## src/rtl/spi_pkg.sv

```systemverilog
// Shared types and constants for the SPI slave engine.
//   spi_state_e  - engine state (IDLE, LOAD, SHIFT)
//   spi_mode_t   - clock polarity / phase pair latched at the start of a frame
//   SPI_DEFAULT_DATA_WIDTH - default bits per SPI word
package spi_pkg;

    localparam int unsigned SPI_DEFAULT_DATA_WIDTH = 8;

    typedef enum logic [1:0] {
        IDLE  = 2'd0,
        LOAD  = 2'd1,
        SHIFT = 2'd2
    } spi_state_e;

    typedef struct packed {
        logic cpol;
        logic cpha;
    } spi_mode_t;

endpackage

```

## src/rtl/spi_pin_sync.sv

```systemverilog
// Two-flop synchronizer plus one history flop for an asynchronous SPI pin.
// Ports:
//   pclk, areset - system clock, synchronous active-high reset
//   pin          - asynchronous input pin
//   level        - synchronized pin level
//   rise, fall   - single-cycle strobes on a synchronized transition
module spi_pin_sync #(
    parameter logic RESET_VAL = 1'b0
) (
    input  logic pclk,
    input  logic areset,
    input  logic pin,
    output logic level,
    output logic rise,
    output logic fall
);

    logic meta;
    logic sync;
    logic hist;

    always_ff @(posedge pclk) begin
        if (areset) begin
            meta <= RESET_VAL;
            sync <= RESET_VAL;
            hist <= RESET_VAL;
        end else begin
            meta <= pin;
            sync <= meta;
            hist <= sync;
        end
    end

    assign level = sync;
    assign rise  = sync & ~hist;
    assign fall  = ~sync & hist;

endmodule

```

## src/rtl/spi_slave_core.sv

```systemverilog
// SPI slave engine: oversamples sclk/cs/mosi on pclk, drives miso, exchanges
// parallel words with a local tx/rx interface and publishes a monitor record
// (MOSI and MISO word) for every completed transfer.
// Ports:
//   pclk, areset            - system clock, synchronous active-high reset
//   cpol, cpha              - SPI mode, latched when a frame starts
//   sclk, cs, mosi          - asynchronous SPI pins (cs active low)
//   miso, miso_oe           - slave data out and its output enable
//   tx_data/tx_valid/tx_ready - one-entry transmit holding register handshake
//   rx_data, rx_valid       - last received word and its update pulse
//   mon_mosi/mon_miso/mon_valid - monitor record of the completed word
//   underrun                - a word was started with no data available
//   frame_err, err_bits     - cs rose mid-word, with the bits received so far
module spi_slave_core
    import spi_pkg::*;
#(
    parameter int unsigned DATA_WIDTH = SPI_DEFAULT_DATA_WIDTH,
    parameter bit          MSB_FIRST  = 1'b1
) (
    input  logic                            pclk,
    input  logic                            areset,
    input  logic                            cpol,
    input  logic                            cpha,
    input  logic                            sclk,
    input  logic                            cs,
    input  logic                            mosi,
    output logic                            miso,
    output logic                            miso_oe,
    input  logic [DATA_WIDTH-1:0]           tx_data,
    input  logic                            tx_valid,
    output logic                            tx_ready,
    output logic [DATA_WIDTH-1:0]           rx_data,
    output logic                            rx_valid,
    output logic [DATA_WIDTH-1:0]           mon_mosi,
    output logic [DATA_WIDTH-1:0]           mon_miso,
    output logic                            mon_valid,
    output logic                            underrun,
    output logic                            frame_err,
    output logic [$clog2(DATA_WIDTH+1)-1:0] err_bits
);

    localparam int unsigned   CW        = $clog2(DATA_WIDTH + 1);
    localparam int unsigned   IW        = $clog2(DATA_WIDTH);
    localparam logic [CW-1:0] LAST_BIT  = CW'(DATA_WIDTH - 1);
    localparam logic [CW-1:0] WORD_BITS = CW'(DATA_WIDTH);

    logic sclk_rise, sclk_fall, cs_rise, cs_fall, mosi_lvl;
    logic sclk_level_unused, cs_level_unused, mosi_rise_unused, mosi_fall_unused;

    spi_pin_sync #(.RESET_VAL(1'b0)) u_sync_sclk (
        .pclk(pclk), .areset(areset), .pin(sclk),
        .level(sclk_level_unused), .rise(sclk_rise), .fall(sclk_fall)
    );

    spi_pin_sync #(.RESET_VAL(1'b1)) u_sync_cs (
        .pclk(pclk), .areset(areset), .pin(cs),
        .level(cs_level_unused), .rise(cs_rise), .fall(cs_fall)
    );

    spi_pin_sync #(.RESET_VAL(1'b0)) u_sync_mosi (
        .pclk(pclk), .areset(areset), .pin(mosi),
        .level(mosi_lvl), .rise(mosi_rise_unused), .fall(mosi_fall_unused)
    );

    spi_state_e              state, next_state;
    spi_mode_t               mode;
    logic [DATA_WIDTH-1:0]   hold_data;
    logic                    hold_full;
    logic [DATA_WIDTH-1:0]   tx_word;
    logic [DATA_WIDTH-1:0]   rx_sr;
    logic [DATA_WIDTH-1:0]   rx_next;
    logic [DATA_WIDTH-1:0]   load_word;
    logic [CW-1:0]           bit_cnt;
    logic [CW-1:0]           cnt_after;
    logic [CW-1:0]           out_idx;
    logic                    under_pend;
    logic                    lead_edge, trail_edge, sample_edge, shift_edge;
    logic                    accept;
    logic                    first_load, word_load, word_done, abort;

    function automatic logic tx_bit(input logic [DATA_WIDTH-1:0] w,
                                    input logic [CW-1:0] idx);
        logic [IW-1:0] pos;
        pos = idx[IW-1:0];
        if (MSB_FIRST)
            pos = IW'(DATA_WIDTH - 1) - pos;
        return w[pos];
    endfunction

    assign lead_edge   = mode.cpol ? sclk_fall : sclk_rise;
    assign trail_edge  = mode.cpol ? sclk_rise : sclk_fall;
    assign sample_edge = mode.cpha ? trail_edge : lead_edge;
    assign shift_edge  = mode.cpha ? lead_edge  : trail_edge;

    assign tx_ready  = ~hold_full;
    assign accept    = tx_valid & ~hold_full;
    assign load_word = hold_full ? hold_data : '1;
    assign cnt_after = bit_cnt + {{(CW-1){1'b0}}, sample_edge};

    always_comb begin
        if (MSB_FIRST)
            rx_next = {rx_sr[DATA_WIDTH-2:0], mosi_lvl};
        else
            rx_next = {mosi_lvl, rx_sr[DATA_WIDTH-1:1]};
    end

    always_ff @(posedge pclk) begin
        if (areset)
            state <= IDLE;
        else
            state <= next_state;
    end

    // The holding-register transfer is done on the edge that enters LOAD so
    // that the first bit is already on miso for the whole LOAD cycle.
    always_comb begin
        next_state = state;
        first_load = 1'b0;
        word_load  = 1'b0;
        word_done  = 1'b0;
        abort      = 1'b0;
        unique case (state)
            IDLE: begin
                if (cs_fall) begin
                    next_state = LOAD;
                    first_load = 1'b1;
                end
            end
            LOAD: begin
                next_state = cs_rise ? IDLE : SHIFT;
            end
            SHIFT: begin
                if (sample_edge && bit_cnt == LAST_BIT) begin
                    word_done = 1'b1;
                    if (cs_rise)
                        next_state = IDLE;
                    else
                        word_load = 1'b1;
                end else if (cs_rise) begin
                    next_state = IDLE;
                    abort      = (cnt_after != '0);
                end
            end
            default: next_state = IDLE;
        endcase
    end

    always_ff @(posedge pclk) begin
        if (areset) begin
            mode       <= '0;
            hold_data  <= '0;
            hold_full  <= 1'b0;
            tx_word    <= '0;
            rx_sr      <= '0;
            bit_cnt    <= '0;
            out_idx    <= '0;
            under_pend <= 1'b0;
            miso       <= 1'b0;
            miso_oe    <= 1'b0;
            rx_data    <= '0;
            rx_valid   <= 1'b0;
            mon_mosi   <= '0;
            mon_miso   <= '0;
            mon_valid  <= 1'b0;
            underrun   <= 1'b0;
            frame_err  <= 1'b0;
            err_bits   <= '0;
        end else begin
            rx_valid  <= 1'b0;
            mon_valid <= 1'b0;
            underrun  <= 1'b0;
            frame_err <= 1'b0;

            if (accept)
                hold_data <= tx_data;
            hold_full <= (hold_full & ~(first_load | word_load)) | accept;

            if (first_load) begin
                mode.cpol  <= cpol;
                mode.cpha  <= cpha;
                tx_word    <= load_word;
                miso       <= tx_bit(load_word, '0);
                out_idx    <= cpha ? '0 : {{(CW-1){1'b0}}, 1'b1};
                miso_oe    <= 1'b1;
                bit_cnt    <= '0;
                under_pend <= 1'b0;
                underrun   <= ~hold_full;
            end

            if (state == SHIFT) begin
                if (sample_edge) begin
                    rx_sr   <= rx_next;
                    bit_cnt <= bit_cnt + 1'b1;
                    // A back-to-back reload that found no data only counts as
                    // an underrun once the master actually clocks that word;
                    // a frame ending right after its last word never reports one.
                    if (bit_cnt == '0 && under_pend) begin
                        underrun   <= 1'b1;
                        under_pend <= 1'b0;
                    end
                end
                if (shift_edge && out_idx < WORD_BITS) begin
                    miso    <= tx_bit(tx_word, out_idx);
                    out_idx <= out_idx + 1'b1;
                end
                if (word_done) begin
                    rx_data   <= rx_next;
                    mon_mosi  <= rx_next;
                    mon_miso  <= tx_word;
                    rx_valid  <= 1'b1;
                    mon_valid <= 1'b1;
                    bit_cnt   <= '0;
                end
                if (word_load) begin
                    tx_word    <= load_word;
                    out_idx    <= '0;
                    under_pend <= ~hold_full;
                end
            end

            if (state != IDLE && next_state == IDLE) begin
                miso       <= 1'b0;
                miso_oe    <= 1'b0;
                under_pend <= 1'b0;
            end

            if (abort) begin
                frame_err <= 1'b1;
                err_bits  <= cnt_after;
            end
        end
    end

endmodule

```

## config.mk

```make
export PLATFORM = sky130hd
export DESIGN_NAME = spi_slave_core
export DESIGN_NICKNAME = d
export VERILOG_FILES = /design/src/rtl/spi_pkg.sv /design/src/rtl/spi_pin_sync.sv /design/src/rtl/spi_slave_core.sv
export SDC_FILE = /design/constraint.sdc
export NUM_CORES = 1
export LEC_CHECK = 0
export CAP_MARGIN = 20
export CELL_PAD_IN_SITES_DETAIL_PLACEMENT = 0
export CELL_PAD_IN_SITES_GLOBAL_PLACEMENT = 1
export CORE_MARGIN = 10
export CORE_UTILIZATION = 40
export DETAILED_ROUTE_END_ITERATION = 12
export PLACE_DENSITY_LB_ADDON = 0.12
export SLEW_MARGIN = 40
export SYNTH_ARGS = -nofsm -noshare
export SYNTH_HDL_FRONTEND = slang
export SYNTH_SLANG_ARGS = --single-unit
```

## constraint.sdc

```tcl
create_clock -name pclk -period 3.6 [get_ports pclk]
set_clock_uncertainty 0.15 [all_clocks]
set_input_delay 0.54 -clock pclk [delete_from_list [all_inputs] [get_ports pclk]]
set_output_delay 0.54 -clock pclk [all_outputs]
set_load 0.02 [all_outputs]
```

==> results.py, run 1 <==
metrics = {
    "finish": {
        "nets": 361,
        "area_growth_pct": 24.36,
        "antenna_cells": 0,
        "drive_above_1_share": 0.1217,
        "nFillCells": 689,
    },
    "floorplan": {
        "core_um2": 7176,
        "start_util": 0.4066,
        "fp.dieH_um": 105.4,
        "io_pins": 51,
        "die_x_um": 105.4,
        "rows": 31,
        "dieArea_um2": 11110,
    },
    "setup_path": {
        "cp_max_fo": 4,
        "critPathArrivalTime_ps": 2780,
        "crit_path_start": "mode[1]",
        "cp_num_cells": 9,
        "crit_path_start_kind": "flip-flop",
        "r2r-start": "mode[1]",
        "cp_num_buf_inv": 0,
        "critical_path.max_stage_delay_ps": 400,
        "worstRegToRegCells": 9,
        "r2r_slack_ps": 940,
        "crit_family": "XOR/XNOR gates",
        "crit_type": "flip-flop to flip-flop",
        "critPathSlowestCell": "mux2_2",
        "cpMostUsedCell": "ha_1",
        "worstPathRequired_ps": 3720,
        "end_kind": "flip-flop",
        "path_cells": "xnor2_4 > mux2_2 > ha_1 > ha_1 > xor2_1 > or3_1 > o2bb2ai_1 > nor2_2 > o21ai_0",
    },
    "min_path": {
        "min_path_type": "flip-flop to flip-flop",
        "worst_hold_startpoint": "u_sync_cs.meta",
        "whs_path_depth": 1,
    },
    "clock_network": {
        "clock_sinks": 70,
        "htree_levels": 3,
        "cts_resized": 0,
        "clockRootBuffer": "clkbuf_8",
        "cts_tree": "built",
        "cts_hold_buffers": 0,
        "cts.path.max_buffers": 2,
        "post-cts-setup-buffer-count": 0,
        "path_clk_slew_ps": 80,
        "numCtsBuffers": 9,
        "insertion_delay_ps": 350,
    },
    "yosys": {
        "synth_cell_types": 51,
        "yosysWarnings": 0,
        "synthFlopType": "dfxtp_1",
        "synth_common_cells": "70 x dfxtp_1, 40 x nand2_1, 24 x a21oi_1",
        "synth.area.top_cells": "dfxtp_1 48%, nand2_1 5.1%, a22o_1 4.8%",
        "synth_top_area_frac": 0.4803,
        "synthArstFlopShare": 0,
        "yosys.area.top_type": "dfxtp_1",
        "yosysMostFrequentCell": "dfxtp_1",
        "synthCells": 301,
        "synth_edf_count": 0,
        "syn_nets": 322,
        "synth.avg_cell_area_um2": 9.694,
        "seq_area_frac_synth": 0.4803,
        "syn_area_um2": 2918,
        "ys_seq_elements": 70,
    },
    "global_route": {
        "grt_pass1_wl_um": 10740,
        "overflow": 0,
        "grt_max_degree": 39,
        "grt_pass1_vias": 2134,
        "grt_usage": 0.1171,
        "antenna_found_initial": 0,
    },
    "outcome": {
        "outcome": "complete, no violations",
    },
    "timing": {
        "tightest_slew_ps": 785.5,
        "finalCritPeriodShare": 0.7386,
        "fmax_ghz": 0.3761,
        "slew_headroom": 0.4764,
        "fin_ws_ps": 941.0,
        "hold_viol_final": 0,
        "slew_viol_final": 0,
        "fin_tns_setup_ps": 0,
        "min_period_ps": 2659,
        "setup_viol": 0,
        "rsz0062_at_grt": "no",
    },
    "power_and_ir_drop": {
        "power.density_nw_per_um2": 444.2,
        "seq_power_share": 0.501,
        "power_mw": 1.612,
        "p_sw_frac": 0.2342,
        "p_int_mw": 1.234,
        "power.switching_mw": 0.3774,
        "p_leak_nw": 1.274,
        "vdd_drop_max_mv": 0.3257,
        "p_comb_frac": 0.062,
        "p_clk_frac": 0.438,
    },
    "routing": {
        "drt_iter0_markers": 62,
        "drt_pass1_iterations": 4,
        "drc": 0,
        "vias": 2202,
        "routed_wl_um": 6363,
        "viasPerCell": 4.959,
        "drtAntennaViolNets": 0,
        "detail_route.wl_per_cell_um": 14.33,
    },
    "run": {
        "drv_cap": 0,
    },
    "placement": {
        "io_buffers": 50,
        "pre_cts_ws_ps": 943.5,
        "dp_hpwl_um": 4623,
        "place_congestion": 0.7006,
    },
}
[final timing paths]
kind,end
worst max-delay path,err_bits[2]
worst min-delay path,u_sync_cs.level
worst max register to register,err_bits[2]
worst min register to register,u_sync_cs.level
[worst reg2reg max path, cell delays in order, from the launching register on]
cell and delay, ps:
dfxtp_1 370, xnor2_4 280, mux2_2 400, ha_1 210, ha_1 190, xor2_1 150
or3_1 320, o2bb2ai_1 240, nor2_2 90, o21ai_0 170
[routing by layer]
| metal | global-route usage | wire length [um] | up-vias | part of all wire |
|---|---|---|---|---|
| met5 | 0 | 0 | - | 0 |
| met4 | 0.03824 | 75 | 0 | 0.012 |
| met3 | 0.05359 | 494 | 7 | 0.078 |
| met2 | 0.1747 | 2901 | 49 | 0.46 |
| met1 | 0.1467 | 2892 | 1018 | 0.45 |
| li1 | - | - | 1128 | - |
[placed cells by master (no fill, tap or decap), types with 2 or more instances in the layout]
master	n
nand2_1	40
a21oi_1	24
mux4_2	2
nor2_2	2
nor3_1	23
nand3_1	5
a21boi_0	2
mux2_2	2
o2bb2ai_1	2
a211oi_1	5
clkinv_4	2
nor2_4	2
xnor2_1	2
nand2b_1	9
clkbuf_8	9
bufinv_16	2
mux2i_1	4
a22o_1	16
o21a_1	2
o21ai_0	3
dfxtp_1	70
nand4b_1	3
clkdlybuf4s50_1	49
or2_2	5
ha_1	5
nor2b_1	10
nor2_1	11
inv_1	6
and4bb_2	2
[power groups by stage]
stage / logic [mW] / clock network [mW] / registers, mW
after global routing: 0.111 / 0.756 / 0.809
after CTS: 0.101 / 0.722 / 0.807
after global placement: 0.100 / 0 / 0.825
after floorplan: 0.0658 / 0 / 0.823
final: 0.0992 / 0.706 / 0.807
after detailed placement: 0.101 / 0 / 0.825
[area by class of cell]
type / instances / area, um2 / share of cell area
Tap cell: 99 / 123.9 / 0.03414
Inverter: 7 / 26.28 / 0.007241
Timing Repair Buffer: 51 / 503.0 / 0.1386
Clock inverter: 6 / 93.84 / 0.02586
Clock buffer: 10 / 127.6 / 0.03517
Sequential cell: 70 / 1401 / 0.3862
Multi-Input combinational cell: 201 / 1353 / 0.3728
[stage by stage]
step                cell area, um2  utilization  hold WS (ps)  cells
floorplan                     2918            -         239.5    301
finish                        3628       0.5057         262.4    444
CTS                           3628       0.5057         266.5    444
detailed placement            3407       0.4748         249.3    428
global placement              3407       0.4748         246.9    428
global route                  3628       0.5057         268.9    444
[cells by family (layout without fill, tap and decap cells)]
logic type / after synthesis / after routing / share of synthesized area
flip-flops: 70 / 70 / 0.4803
multiplexers: 10 / 10 / 0.04974
buffers and inverters: 30 / 74 / 0.05617
adder cells (fa/ha/maj): 6 / 6 / 0.02487
XOR/XNOR: 4 / 4 / 0.01844
AND/OR/NAND/NOR: 120 / 120 / 0.2196
AO/OA/AOI/OAI: 61 / 61 / 0.1509
[flip-flops by register name, indices dropped and copies added, names as in the netlist, 2 cells and up]
register / count
bit_cnt: 4
hold_data: 8
err_bits: 4
out_idx: 4
tx_word: 8
rx_sr: 7
mon_mosi: 8
mode: 2
mon_miso: 8
state: 2
No activity file was read; power rests on OpenSTA's default activity.
==> inputs of run 2 (changes only) <==
--- a/config.mk
+++ b/config.mk
@@ -9,7 +9,7 @@
 export CELL_PAD_IN_SITES_DETAIL_PLACEMENT = 0
 export CELL_PAD_IN_SITES_GLOBAL_PLACEMENT = 1
 export CORE_MARGIN = 10
-export CORE_UTILIZATION = 40
+export CORE_UTILIZATION = 36
 export DETAILED_ROUTE_END_ITERATION = 12
 export PLACE_DENSITY_LB_ADDON = 0.12
 export SLEW_MARGIN = 40
==> constraint.sdc (replaced) <==
create_clock -name pclk -period 2.25 [get_ports pclk]
set_clock_uncertainty 0.15 [all_clocks]
set_input_delay 0.3375 -clock pclk [delete_from_list [all_inputs] [get_ports pclk]]
set_output_delay 0.3375 -clock pclk [all_outputs]
set_load 0.02 [all_outputs]
==> run 2 against run 1 <==
The run now ends with setup timing left. Global-route usage decreased by 0.42 points. Non-clock buffer count is 19 higher. Cell count up 5.0%. Fmax grew 17%. Final area rose by 5.6%. Via count increased by 4.0%. Worst hold slack worse by 40 ps. Core utilization decreased by 1.5 points. Critical path type unchanged. Largest cell class is now multi-input combinational cells.
==> results.py, run 2 (synthesis gave the netlist of run 1 again) <==
metrics = {
    "outcome": {
        "outcome": "complete, but fails checks",
        "violations": "setup timing",
    },
    "routing": {
        "detail_route.wl_per_cell_um": 14.05,
        "routed_wl_um": 6546,
        "drc": 0,
        "vias": 2289,
        "drt_pass1_iterations": 4,
        "drt_iter0_markers": 70,
        "drtAntennaViolNets": 0,
        "viasPerCell": 4.912,
    },
    "setup_path": {
        "crit_type": "flip-flop to flip-flop",
        "path_cells": "xnor2_4 > mux2_4 > ha_4 > ha_4 > xor2_2 > or3_4 > o2bb2ai_4 > nor2_4 > mux2i_1",
        "cpMostUsedCell": "ha_4",
        "critPathArrivalTime_ps": 2360,
        "end_kind": "flip-flop",
        "r2r-start": "mode[0]",
        "critical_path.max_stage_delay_ps": 370,
        "cp_max_fo": 4,
        "r2r_slack_ps": -20,
        "crit_path_start_kind": "flip-flop",
        "worstPathRequired_ps": 2340,
        "cp_num_buf_inv": 0,
        "crit_family": "multiplexers",
        "worstRegToRegCells": 9,
        "r2r_end": "err_bits[1]",
        "crit_path_start": "mode[0]",
        "worstSetupEndpoint": "err_bits[1]",
        "critPathSlowestCell": "dfxtp_4",
        "cp_num_cells": 9,
    },
    "timing": {
        "finalCritPeriodShare": 1.011,
        "hold_viol_final": 0,
        "fmax_ghz": 0.4396,
        "min_period_ps": 2275,
        "slew_viol_final": 0,
        "slew_headroom": 0.5604,
        "rsz0062_at_grt": "yes",
        "setup_viol": 3,
        "tightest_slew_ps": 657.3,
        "fin_ws_ps": -24.90,
    },
    "floorplan": {
        "io_pins": 51,
        "die_x_um": 110.0,
        "fp.dieH_um": 110.0,
        "rows": 32,
        "start_util": 0.3737,
        "dieArea_um2": 12110,
        "core_um2": 7807,
    },
    "min_path": {
        "min_path_type": "input pin to flip-flop",
    },
    "global_route": {
        "antenna_found_initial": 0,
        "grt_pass1_vias": 2192,
        "grt_max_degree": 18,
        "overflow": 0,
        "grt_pass1_wl_um": 10700,
        "grt_usage": 0.1129,
    },
    "finish": {
        "drive_above_1_share": 0.1896,
        "multiInputGateArea_um2": 1418,
        "final_core_util": 0.4909,
        "final_common_cell": "dfxtp_1",
        "nets": 380,
        "nFillCells": 760,
        "antenna_cells": 0,
        "area_growth_pct": 31.35,
        "ff_latch_area_um2": 1406,
        "mostFrequentLayoutCells": "68 x dfxtp_1, 49 x clkdlybuf4s50_1, 40 x nand2_1",
    },
    "clock_network": {
        "path_clk_slew_ps": 70,
        "clock_sinks": 70,
        "cts_tree": "built",
        "cts.path.max_buffers": 2,
        "clockRootBuffer": "clkbuf_8",
        "htree_levels": 3,
        "cts_hold_buffers": 0,
        "insertion_delay_ps": 350,
        "numCtsBuffers": 9,
    },
    "placement": {
        "dp_hpwl_um": 4891,
        "io_buffers": 50,
        "place_congestion": 0.7634,
    },
    "power_and_ir_drop": {
        "vdd_drop_max_mv": 0.3365,
        "power_mw": 2.477,
        "p_leak_nw": 1.371,
        "power.density_nw_per_um2": 646.4,
    },
    "run": {
        "drv_cap": 0,
    },
}
run 2: how the worst min path moves through the flow:
stage,startpoint,end,slack [ps],cells after the start
floorplan,u_sync_cs.meta,u_sync_cs.level,240,1
global placement,u_sync_cs.meta,u_sync_cs.level,240,1
detailed placement,u_sync_cs.meta,u_sync_cs.level,240,1
CTS,areset,u_sync_mosi.meta,210,2
global route,areset,u_sync_mosi.meta,230,2
finish,areset,u_sync_mosi.meta,220,2
run 2: metrics by stage:
| step | setup TNS, ps | hold WS (ps) | area, um2 | std cells | setup WS, ps |
|---|---|---|---|---|---|
| floorplan | -202.4 | 239.5 | 2957 | 301 | -63.05 |
| global placement | -64.58 | 243.6 | 3567 | 445 | -27.48 |
| detailed placement | -247.5 | 243.6 | 3567 | 445 | -70.56 |
| CTS | -131.2 | 206.8 | 3817 | 464 | -41.17 |
| global route | -401.6 | 228.3 | 3832 | 466 | -94.96 |
| finish | -44.05 | 222.4 | 3832 | 466 | -24.90 |
run 2: report_power, final:
group	total, mW	leakage (nW)	switching, mW	internal, mW
sequential	1.29	0.570	0.0221	1.27
clock	1.01	0.104	0.491	0.516
combinational	0.181	0.697	0.0891	0.0916
run 2: repair_timing:
action	CTS	global route
pin swaps	0	1
setup endpoints to repair	4	6
setup buffers	3	2
resized for setup	6	1
run 2: cell type report:
cell class              instances  share of cell area
clock buffers                   9             0.03232
well taps                     102             0.03330
flip-flops and latches         70              0.3670
inverters                       7            0.006856
clock inverters                 7             0.01894
multi-input cells             201              0.3699
repair buffers                 70              0.1717
run 2: routing by layer:
metal | up-vias | track usage | share of wire
met4 | 0 | 0.05297 | 0.014
met1 | 1065 | 0.1364 | 0.46
met3 | 7 | 0.03598 | 0.060
li1 | 1174 | - | -
met5 | - | 0 | 0
met2 | 43 | 0.1791 | 0.46
